**src/rtl/dcsformer_driver.sv**
```systemverilog
// Host-side initiator for the DCSformer attention core: buffers one payload,
// streams inputs then weights to the core, and forwards the eight results upstream.
module dcsformer_driver #(
    parameter int N_IN    = 128,
    parameter int N_W     = 8,
    parameter int TIMEOUT = 1023
) (
    input  logic        clk,
    input  logic        rst_n,
    input  logic        ld_valid,
    input  logic [7:0]  ld_data,
    output logic        ld_ready,
    input  logic        start,
    output logic        busy,
    output logic        i_valid,
    output logic [7:0]  i_data,
    input  logic        w_ready,
    output logic        w_valid,
    output logic [7:0]  w_data,
    input  logic        o_valid,
    input  logic [31:0] o_data,
    output logic        res_valid,
    output logic [31:0] res_data,
    output logic [2:0]  res_idx,
    output logic        done,
    output logic        err,
    output logic [1:0]  err_code
);

    localparam int N_TOT = N_IN + N_W;
    localparam int PTR_W = $clog2(N_TOT + 1);

    localparam logic [2:0] S_IDLE    = 3'd0;
    localparam logic [2:0] S_SEND_X  = 3'd1;
    localparam logic [2:0] S_WAIT_WR = 3'd2;
    localparam logic [2:0] S_SEND_W  = 3'd3;
    localparam logic [2:0] S_COLLECT = 3'd4;

    logic [7:0]       mem_q [N_TOT];
    logic [2:0]       state_q, state_d;
    logic [PTR_W-1:0] ld_ptr_q, ld_ptr_d;
    logic [PTR_W-1:0] cnt_q, cnt_d;
    logic [15:0]      wait_q, wait_d;
    logic [2:0]       k_q, k_d;
    logic             i_valid_q, i_valid_d;
    logic [7:0]       i_data_q, i_data_d;
    logic             w_valid_q, w_valid_d;
    logic [7:0]       w_data_q, w_data_d;
    logic             res_valid_q, res_valid_d;
    logic [31:0]      res_data_q, res_data_d;
    logic [2:0]       res_idx_q, res_idx_d;
    logic             done_q, done_d;
    logic             err_q, err_d;
    logic [1:0]       err_code_q, err_code_d;
    logic             full;
    logic             ld_we;

    assign full  = (ld_ptr_q == PTR_W'(N_TOT));
    assign ld_we = (state_q == S_IDLE) && !full && ld_valid;

    always_ff @(posedge clk) begin
        if (ld_we) begin
            mem_q[ld_ptr_q] <= ld_data;
        end
    end

    // cnt_q holds the index of the next byte to present while streaming.
    always_comb begin
        state_d     = state_q;
        ld_ptr_d    = ld_ptr_q;
        cnt_d       = cnt_q;
        wait_d      = wait_q;
        k_d         = k_q;
        i_valid_d   = 1'b0;
        i_data_d    = '0;
        w_valid_d   = 1'b0;
        w_data_d    = '0;
        res_valid_d = 1'b0;
        res_data_d  = '0;
        res_idx_d   = '0;
        done_d      = 1'b0;
        err_d       = 1'b0;
        err_code_d  = err_code_q;
        if (ld_we) begin
            ld_ptr_d = ld_ptr_q + PTR_W'(1);
        end
        case (state_q)
            S_IDLE: begin
                if (start && full) begin
                    state_d    = S_SEND_X;
                    cnt_d      = PTR_W'(1);
                    i_valid_d  = 1'b1;
                    i_data_d   = mem_q[0];
                    err_code_d = '0;
                end
            end
            S_SEND_X: begin
                if (cnt_q == PTR_W'(N_IN)) begin
                    state_d = S_WAIT_WR;
                    wait_d  = '0;
                end else begin
                    i_valid_d = 1'b1;
                    i_data_d  = mem_q[cnt_q];
                    cnt_d     = cnt_q + PTR_W'(1);
                end
            end
            S_WAIT_WR: begin
                if (w_ready) begin
                    state_d   = S_SEND_W;
                    cnt_d     = PTR_W'(1);
                    w_valid_d = 1'b1;
                    w_data_d  = mem_q[N_IN];
                end else if (wait_q == 16'(TIMEOUT)) begin
                    state_d    = S_IDLE;
                    err_d      = 1'b1;
                    err_code_d = 2'd1;
                    ld_ptr_d   = '0;
                end else begin
                    wait_d = wait_q + 16'd1;
                end
            end
            S_SEND_W: begin
                if (cnt_q == PTR_W'(N_W)) begin
                    state_d = S_COLLECT;
                    wait_d  = '0;
                    k_d     = '0;
                end else begin
                    w_valid_d = 1'b1;
                    w_data_d  = mem_q[PTR_W'(N_IN) + cnt_q];
                    cnt_d     = cnt_q + PTR_W'(1);
                end
            end
            S_COLLECT: begin
                if (o_valid) begin
                    res_valid_d = 1'b1;
                    res_data_d  = o_data;
                    res_idx_d   = k_q;
                    k_d         = k_q + 3'd1;
                    wait_d      = '0;
                    if (k_q == 3'(N_W - 1)) begin
                        state_d  = S_IDLE;
                        done_d   = 1'b1;
                        ld_ptr_d = '0;
                    end
                end else if (wait_q == 16'(TIMEOUT)) begin
                    state_d    = S_IDLE;
                    err_d      = 1'b1;
                    err_code_d = 2'd2;
                    ld_ptr_d   = '0;
                end else begin
                    wait_d = wait_q + 16'd1;
                end
            end
            default: state_d = S_IDLE;
        endcase
    end

    always_ff @(posedge clk or negedge rst_n) begin
        if (!rst_n) begin
            state_q     <= S_IDLE;
            ld_ptr_q    <= '0;
            cnt_q       <= '0;
            wait_q      <= '0;
            k_q         <= '0;
            i_valid_q   <= 1'b0;
            i_data_q    <= '0;
            w_valid_q   <= 1'b0;
            w_data_q    <= '0;
            res_valid_q <= 1'b0;
            res_data_q  <= '0;
            res_idx_q   <= '0;
            done_q      <= 1'b0;
            err_q       <= 1'b0;
            err_code_q  <= '0;
        end else begin
            state_q     <= state_d;
            ld_ptr_q    <= ld_ptr_d;
            cnt_q       <= cnt_d;
            wait_q      <= wait_d;
            k_q         <= k_d;
            i_valid_q   <= i_valid_d;
            i_data_q    <= i_data_d;
            w_valid_q   <= w_valid_d;
            w_data_q    <= w_data_d;
            res_valid_q <= res_valid_d;
            res_data_q  <= res_data_d;
            res_idx_q   <= res_idx_d;
            done_q      <= done_d;
            err_q       <= err_d;
            err_code_q  <= err_code_d;
        end
    end

    assign ld_ready  = (state_q == S_IDLE) && !full;
    assign busy      = (state_q != S_IDLE);
    assign i_valid   = i_valid_q;
    assign i_data    = i_data_q;
    assign w_valid   = w_valid_q;
    assign w_data    = w_data_q;
    assign res_valid = res_valid_q;
    assign res_data  = res_data_q;
    assign res_idx   = res_idx_q;
    assign done      = done_q;
    assign err       = err_q;
    assign err_code  = err_code_q;

endmodule

```
**config.mk**
```make
export PLATFORM = sky130hd
export DESIGN_NAME = dcsformer_driver
export DESIGN_NICKNAME = d
export VERILOG_FILES = /design/src/rtl/dcsformer_driver.sv
export SDC_FILE = /design/constraint.sdc
export NUM_CORES = 1
export LEC_CHECK = 0
export BUFFER_PORTS_ARGS = -buffer_cell sky130_fd_sc_hd__clkbuf_2
export CAP_MARGIN = 20
export CORE_UTILIZATION = 62
export DETAILED_ROUTE_END_ITERATION = 8
export PLACE_DENSITY = 0.79
export SYNTH_ARGS = -nofsm -noshare
export SYNTH_HDL_FRONTEND = slang
export SYNTH_SLANG_ARGS = --single-unit
```
**constraint.sdc**
```tcl
create_clock -name clk -period 3.8 [get_ports clk]
set_clock_uncertainty 0.1 [all_clocks]
set_input_delay 0.38 -clock clk [delete_from_list [all_inputs] [get_ports clk]]
set_output_delay 0.38 -clock clk [all_outputs]
set_load 0.01 [all_outputs]
```
### Word level (Yosys, flattened, before mapping)

Memory sizes are Yosys's and may differ from the RTL's.
Index checks and enable logic that the tools add are counted.

| cells by class | value |
|---|---|
| reductions and logical operators | 15 |
| equality and inequality tests | 21 |
| multiplexer cells | 61 |
| add/sub/neg operators | 5 |

Operators by type and width:

| kind | count |
|---|---|
| two-way mux 8 bit | 13 |
| two-way mux 16 bit | 5 |
| two-way mux 32 bit | 2 |
| one-hot mux 16 bit (4 select lines) | 1 |
| one-hot mux 8 bit (2 select lines) | 3 |
| two-way mux 3 bit | 11 |
| one-hot mux 8 bit (4 select lines) | 1 |
| != test 2 bit, second input constant | 10 |
| adder 16 x 1 -> 16 bit, second input constant | 1 |
| adder 8 x 1 -> 8 bit, second input constant | 2 |
| equality test 16 x 10 -> 1 bit, second input constant | 1 |
| equality test 8 bit, second input constant | 2 |
| one-hot mux 3 bit (5 select lines) | 1 |
| two-way mux 1 bit | 14 |
| two-way mux 2 bit | 5 |
| adder 8 bit, first input constant | 1 |
| equality test 8 x 4 -> 1 bit, second input constant | 1 |
| AND reduction 4 bit | 2 |
| nonzero test 4 bit | 2 |
| equality test 3 x 2 -> 1 bit, second input constant | 2 |
| equality test 3 bit, second input constant | 2 |
| one-hot mux 1 bit (2 select lines) | 3 |
| one-hot mux 2 bit (3 select lines) | 1 |
| one-hot mux 3 bit (2 select lines) | 1 |
| other kinds (12) | 15 |

| storage, ports and cells | value |
|---|---|
| bits in writable memories | 1088 |
| input port bits | 46 |
| memories kept | 1 |
| register bits after elaboration | 96 |

Memory list:

| memory | depth | width | rd ports | clocked after memory_dff | write ports | line | RTL |
|---|---|---|---|---|---|---|---|
| mem_q | 136 | 8 | 4 | 0 | 1 | 39 | `logic [7:0] mem_q [N_TOT];` |

### Depth between registers and ports, before layout

Gate-level depths: netlist of run 1.

| depth | value |
|---|---|
| depth after elaboration | 8 |
| gate-level depth with buffers | 13 |
| gate-level depth less buffers | 9 |

### Worst setup path after synthesis of run 1

OpenSTA, ideal clock, no wires.

| timing path | value |
|---|---|
| path kind | register to register |
| from | register cnt_q[1] |
| to | register wait_q[9] |
| setup time | 0.132 ns |
| period minus slack after synthesis | 2.911 ns |
| path buffers | 4 |
| cell stages (with the launch flop) | 14 |
| setup slack | 0.889 ns |
| arrival | 2.679 ns |
| cells stage by stage | dfrtp_1 > buf_4 > buf_2 > inv_1 > buf_2 > buf_4 > ha_1 > nor2b_1 > o2111a_1 > o22a_2 > nand4_4 > or3_1 > xor2_1 > nor2_1 |

| between the ends | value |
|---|---|
| cells in the longest elaborated chain, start to end | 3 |
| elaborated cells between the ends (all ways) | 5 |
| those cells by class | 4 x eq/ne; 1 x reduce/logical |

RTL lines:

| what | line | RTL |
|---|---|---|
| start, declared | 42 | `logic [PTR_W-1:0] cnt_q, cnt_d;` |
| start signal, assigned | 178 | `cnt_q <= cnt_d;` |
| equality test 8 x 4 -> 1 bit or equality test 8 bit (tied branches) | 123, 98 |  |
| != test 2 bit (no line) | n/a |  |
| AND reduction 4 bit (no line) (*) | n/a |  |
| end signal, assigned | 179 | `wait_q <= wait_d;` |
| end, declared | 43 | `logic [15:0] wait_q, wait_d;` |

Every way passes the cells marked *; elsewhere a longest branch is shown, timed or not.
A chain may end at the register's enable or synchronous reset.

### Final worst setup path of run 1

| timing path | value |
|---|---|
| from | register cnt_q[0] |
| to | register w_data_q[7] (netlist: w_data[7]) |

| between the ends | value |
|---|---|
| cells in the longest elaborated chain, start to end | 4 |
| elaborated cells between the ends (all ways) | 5 |
| those cells by class | 1 x add/sub; 1 x eq/ne; 2 x mux; 1 x memory |

RTL lines:

| what | line | RTL |
|---|---|---|
| adder 8 bit | 129 | `w_data_d = mem_q[PTR_W'(N_IN) + cnt_q];` |
| memory read (136 x 8 bit) | n/a |  |
| two-way mux 8 bit (*) | 123 | `if (cnt_q == PTR_W'(N_W)) begin` |
| one-hot mux 8 bit (2 select lines) (*) | 87 | `case (state_q)` |
| named net w_data_d[7] | 48 | `logic [7:0] w_data_q, w_data_d;` |
| end signal, assigned | 184 | `w_data_q <= w_data_d;` |
| end, declared | 48 |  |

Mark *: on every way through the listed nets, which the timed path passes. The rest lies on a longest branch.

==> impl_results.md, run 1 <==
- CP Data Arrival Time: 4180 ps
- Synth-to-Final Area Change: 14.58%
- Status: complete, no violations
- Via-per-instance ratio: 6.810
- Via Count: 26273
- Share of cells above drive strength 1: 0.2606
- Worst Max-Slew Pin Slew: 1216 ps
- Synthesized instance count: around 2400
- WP data required: 4240 ps
- Post-synth ARST share: 0.08108
- Setup TNS: 0 ps
- Most frequent cells after synthesis: edfxtp_1 (1088), mux4_2 (218), nor2_1 (217), mux2i_1 (156), dfrtp_1 (96)
- Die extent in x: between 200 and 300 µm
- Top-area cell type share of the netlist area: 0.6995
- Largest net degree at the start of global routing: ~110
- Initial DRC Count: 3794
- Setup ws final: 58.30 ps
- Mean routed wirelength per cell: 31.70 µm
- Unrepaired setup endpoints after global routing: false
- Residual DRC: 0
- Die Ht: 276.5 µm
- All-Layer GR Usage: 0.3242
- Fmax: 0.2673 GHz
- Max Buffers Root-to-Sink: 3
- Core Util, Final: 0.7189
- # fillers: 4115
- Most common cell in the netlist: edfxtp_1
- Placed cell areas: 0.04957 mm²
- Number of synthesized flops with an enable pin: ~1100
- Full die area: 0.07643 mm²
- Max rail drop VDD: 0.4610 mV
- Area contributors post-synth: edfxtp_1 (70%), mux4_2 (11%), dfrtp_1 (5.1%)
- Critical path fanouts, max: 20
- Post-Place Worst Slack: 308.0 ps
- Clock transition at the registers of the reported paths: 60 ps
- Post-DP HPWL: 74.79 mm
- P_leak: 18.42 nW
- Slew Limit Fails: 0
- Ys flop type: edfxtp_1
- H-tree depth: 3
- Clock period minus worst slack: 3742 ps
- First-pass GRT wire length: about 180 mm
- Final net count: roughly 2900
- Synth area leader: edfxtp_1
- CTS sink count: about 1200
- I/O Buffers: 105
- Register area: ~0.035 mm²
- CP Class: register to register
- Vias in the first global route: approximately 26000
- Pwr/cell area: 665.7 mW/mm²
- Ports: between 100 and 150
- Unique masters post-synth: 69
- Cell Area, Synth: 0.04671 mm²
- Mean Syn Cell Area: between 15 and 20 µm²
- Crit end category: register
- Clock Tree Root: clkbuf_16
- Diode count: 0
- Area of the multi-input gates: 0.01065 mm²
- Core footprint: roughly 0.074 mm²
- Final ANT Viol Nets: 0
- Fin crit share: 0.9847
- Hold crit path type: primary input to register
- Startpoint Class: register
- YS warnings: 0
- Post-Synthesis Net Count: about 2500
- Setup Fix Bufs, Post-CTS: 0
- Max-cap violations: 0
- CTS buffer count: 110
- CTS tree: built
- Post-route cell area: 0.05352 mm²
- Row cnt: 100
- Flops & latches, synth: 1184
- Initial Utilization: 0.6274
- DRT Pass-1 Iters: 7
- Final hold vios: 0
- Gpl congestion: 1.007
- Gr ovfl total: 0
- Initial antenna violation count: 1
- Seq/Total Area, Yosys: 0.7509
- Clk_lat worst skew: 700 ps
- Endpoints failing setup: 0
- Rel. slew slack: 0.1892
- Final WL: 122.3 mm
==> layout by cell type, fill, tap and decap left out, types with 12 or more instances in the layout <==
cell	Yosys	layout
a21oi_1	33	33
a221oi_1	14	14
a22oi_1	55	55
and3_1	43	43
buf_12	8	17
buf_4	29	234
bufinv_16	0	12
clkbuf_1	36	19
clkbuf_16	0	110
clkbuf_2	0	97
clkinv_1	1	24
clkinv_2	0	23
dfrtp_1	96	93
dlygate4sd3_1	0	34
edfxtp_1	1088	1088
mux2i_1	156	156
mux4_2	218	218
nand2_1	93	93
nand3_1	44	44
nor2_1	217	216
nor2b_1	14	13
o21ai_0	14	14
xor2_1	17	17
==> layer usage <==
layer | GRT usage | vias up | wire length (µm) | share of wire
li1 | - | 10549 | - | -
met1 | 0.4294 | 13171 | 42120 | 0.34
met2 | 0.5044 | 2143 | 57120 | 0.47
met3 | 0.08636 | 408 | 16020 | 0.13
met4 | 0.1604 | 2 | 7013 | 0.057
met5 | 0 | - | 13 | 0.00011
==> flip-flops by register name, indices dropped and copies added (netlist names), 2 cells and up <==
signal	cells
cnt_q	8
err_code	2
i_data	8
k_q	3
ld_ptr_q	8
mem_q	1088
res_data	32
res_idx	3
state_q	3
w_data	8
wait_q	16
==> worst max-delay path, cell delays in order (launching register included) <==
cell and delay [ps]:
dfrtp_4 760, buf_12 250, mux4_2 530, a22o_1 270
a221oi_1 480, o311ai_0 290, clkbuf_2 250, o21ai_1 430
o221ai_1 210
==> area by class of cell <==
cell class / instances / share of cell area
clock inverter: 76 / 0.01398
timing repair buffer: 383 / 0.05513
sequential: 1184 / 0.6556
inverter: 12 / 0.0008417
clock buffer: 129 / 0.05277
tap: 969 / 0.02265
multi-input combinational: 1105 / 0.1991
==> metrics by stage <==
step,power (mW),std cells,hold slack [ps]
floorplan,21.28,2435,-15.59
global placement,24.28,3616,395.4
detailed placement,24.46,3616,411.0
CTS,35.38,3854,10.66
global route,36.46,3858,67.59
finish,35.62,3858,31.98
==> path summary, 6_finish.rpt <==
kind | from | endpoint | slack (ps) | depth (start not counted)
worst max register to register | cnt_q[0] | w_data[7] | 60 | 8
min in group asynchronous | rst_n | w_data[0] | 320 | 2
worst max-delay path | cnt_q[0] | w_data[7] | 60 | 8
max in group asynchronous | rst_n | wait_q[14] | 2450 | 3
worst min-delay path | w_ready | state_q[1] | 30 | 3
worst min register to register | err_code[0] | err_code[0] | 430 | 1
==> power breakdown <==
part	total, mW	internal, mW	leakage (nW)	switching (mW)
clock network	11.0	6.15	1.73	4.80
logic	9.84	4.04	5.62	5.81
registers	14.8	14.4	11.1	0.433
==> kinds of logic (layout without fill, tap and decap cells) <==
group | after synthesis | count (layout) | share of synthesized area
buffers and inverters | 146 | 600 | 0.02119
adder cells (fa/ha/maj) | 9 | 9 | 0.002411
AO/OA/AOI/OAI | 218 | 218 | 0.03432
flip-flops | 1184 | 1184 | 0.7509
multiplexers | 380 | 380 | 0.1403
XOR/XNOR | 27 | 27 | 0.005063
AND/OR/NAND/NOR | 471 | 471 | 0.04576
==> timing repair <==
| action | 4_1_cts | 5_1_grt |
|---|---|---|
| endpoints found under the hold margin | 112 | 3 |
| hold buffers | 33 | 1 |
| gates resized for setup | 0 | 0 |
| endpoints found under the setup margin | 0 | 0 |
(Power assumes the default switching activity.)
==> run 2, diff against run 1 <==
--- a/config.mk
+++ b/config.mk
@@ -5,10 +5,10 @@
 export SDC_FILE = /design/constraint.sdc
 export NUM_CORES = 1
 export LEC_CHECK = 0
-export BUFFER_PORTS_ARGS = -buffer_cell sky130_fd_sc_hd__clkbuf_2
 export CAP_MARGIN = 20
-export CORE_UTILIZATION = 62
+export CORE_UTILIZATION = 63
 export DETAILED_ROUTE_END_ITERATION = 8
+export DONT_BUFFER_PORTS = 1
 export PLACE_DENSITY = 0.79
 export SYNTH_ARGS = -nofsm -noshare
 export SYNTH_HDL_FRONTEND = slang
==> run 2 against run 1 <==
Net effect:
- the flow now finishes with violations (DRC)
- critical endpoint is now mem_q[115][3]
- sequential cell count did not move
- cell count fell by 3.7%
- non-clock buffer count fell by 137
- worst hold slack improved by 4.5 ps
- critical path depth rose by 2
==> impl_results.md, run 2 (synthesis gave the netlist of run 1 again) <==
- Critical path fanouts, max: 21
- Status: complete, but fails checks
- CTS buffer count: between 100 and 150
- Sw power: 11.19 mW
- Hold Path Stages: 3
- Endpoints failing setup: 0
- H-tree depth: 3
- Clock Tree Root: clkbuf_16
- Hold slack: between 30 and 40 ps
- Slew Limit Fails: 0
- Failing checks: DRC
- All-Layer GR Usage: 0.3296
- Commonest non-fill, non-tap cell in the layout: edfxtp_1
- Post-DP HPWL: between 70 and 80 mm
- Diode count: 0
- Share of cells above drive strength 1: 0.2281
- Max Buffers Root-to-Sink: 3
- Commonest non-fill, non-tap cells in the layout: edfxtp_1 (1088), mux4_2 (218), nor2_1 (211)
- Rel. slew slack: 0.2486
- Setup TNS: 0 ps
- Hold crit path type: primary input to register
- Gpl congestion: 0.9868
- Final ANT Viol Nets: 0
- Via-per-instance ratio: between 6 and 7
- Final hold vios: 0
- First-pass GRT wire length: 175.8 mm
- Full die area: between 0.07 and 0.08 mm²
- CP Class: register to register
- Startpoint Class: register
- Core footprint: 0.07321 mm²
- Cell-internal power: 25.13 mW
- Clock period minus worst slack: 3785 ps
- Row cnt: about 100
- Die extent in x: 274.3 µm
- Initial DRC Count: 3952
- Max rail drop VDD: 0.4350 mV
- DRT Pass-1 Iters: 9
- Crit end category: register
- Fin crit share: 0.9960
- Logic gate share of total power: 0.273
- Largest net degree at the start of global routing: 137
- Vias in the first global route: roughly 26000
- I/O Buffers: 0
- Reg2Reg Depth: 10
- Max-cap violations: 0
- Die Ht: 274.3 µm
- Residual DRC: 24
- Via Count: 25782
- Register share of total power: 0.407
- Initial Utilization: 0.6380
- CTS tree: built
- Final net count: 2716
- Clock share of power: 0.320
- Pwr/cell area: 684.0 mW/mm²
- Switch share: 0.3081
- Clock transition at the registers of the reported paths: 70 ps
- Max reg flops: 1088
- Worst Max-Slew Pin Slew: roughly 1100 ps
- P_leak: 17.97 nW
- Ports: between 100 and 150
- Clk_lat worst skew: 700 ps
- Initial antenna violation count: 5
- Final WL: 121.6 mm
- Gr ovfl total: 0
- Largest reg by FF count: mem_q
- Synth-to-Final Area Change: 13.69%
- CP Data Arrival Time: about 4100 ps
- WP data required: 4100 ps
- Unrepaired setup endpoints after global routing: false
- CTS sink count: 1184
- Fmax: 0.2642 GHz
- Mean routed wirelength per cell: 32.72 µm
run 2: changes by cell type in the layout (fill, tap and decap cells not counted), moves of 6 or more:
| cell | before | now |
|---|---|---|
| buf_12 | 17 | 11 |
| buf_16 | 1 | 9 |
| buf_4 | 234 | 191 |
| clkbuf_16 | 110 | 118 |
| clkbuf_2 | 97 | 0 |
run 2: layer usage:
layer	GRT usage	up-vias	share of wire
met4	0.1678	12	0.057
li1	-	10265	-
met3	0.09414	405	0.13
met5	0.008344	-	0.0013
met2	0.5064	2065	0.46
met1	0.4344	13035	0.35
run 2: through the flow:
stage	setup slack (ps)	area, µm²	std cells	util	power [mW]
finish	15.17	53100	3716	0.7254	36.32
floorplan	889.0	46710	2435	-	21.28
global placement	269.8	48630	3461	0.6643	24.12
CTS	69.94	53080	3715	0.7251	36.05
detailed placement	78.14	48630	3461	0.6643	24.28
global route	11.57	53100	3716	0.7254	37.08
run 2: power by group through the flow:
stage | logic (mW) | registers (mW) | clock network (mW)
3_3_place_gp | 9.09 | 15.0 | 0
2_1_floorplan | 6.48 | 14.8 | 0
3_5_place_dp | 9.24 | 15.0 | 0
6_report | 9.91 | 14.8 | 11.6
4_1_cts | 9.62 | 14.8 | 11.7
5_1_grt | 10.1 | 14.8 | 12.1
run 2: timing repair:
item / CTS / global route
endpoints found under the hold margin: 1227 / 0
resized for setup: 0 / 5
hold buffers: 44 / 0
setup buffers: 0 / 0
setup endpoints to repair: 0 / 40
run 2: worst max-delay path: stages (launching register included):
cell and delay (ps):
dfrtp_1 480, inv_1 110, ha_1 280, nand3b_1 130, nor2_2 100, nor3b_2 370, buf_4 320, nand3_1 500
buf_4 410, nor2_1 410, buf_4 240
run 2: final cells by class:
cell class	count	area, µm²
repair buffers	246	2252
clock buffers	135	3047
inverters	12	45.04
fillers	3973	20100
multi-input cells	1105	10670
flip-flops and latches	1184	35080
well taps	959	1200
clock inverters	75	808.3
run 2: worst paths after layout:
check	start	endpoint	slack, ps
max	ld_ptr_q[0]	mem_q[115][3]	20
min	start	err_code[0]	40
max reg2reg	ld_ptr_q[0]	mem_q[115][3]	20
min reg2reg	mem_q[0][3]	i_data[3]	410
max in group asynchronous	rst_n	cnt_q[3]	3000
min in group asynchronous	rst_n	res_data[22]	190
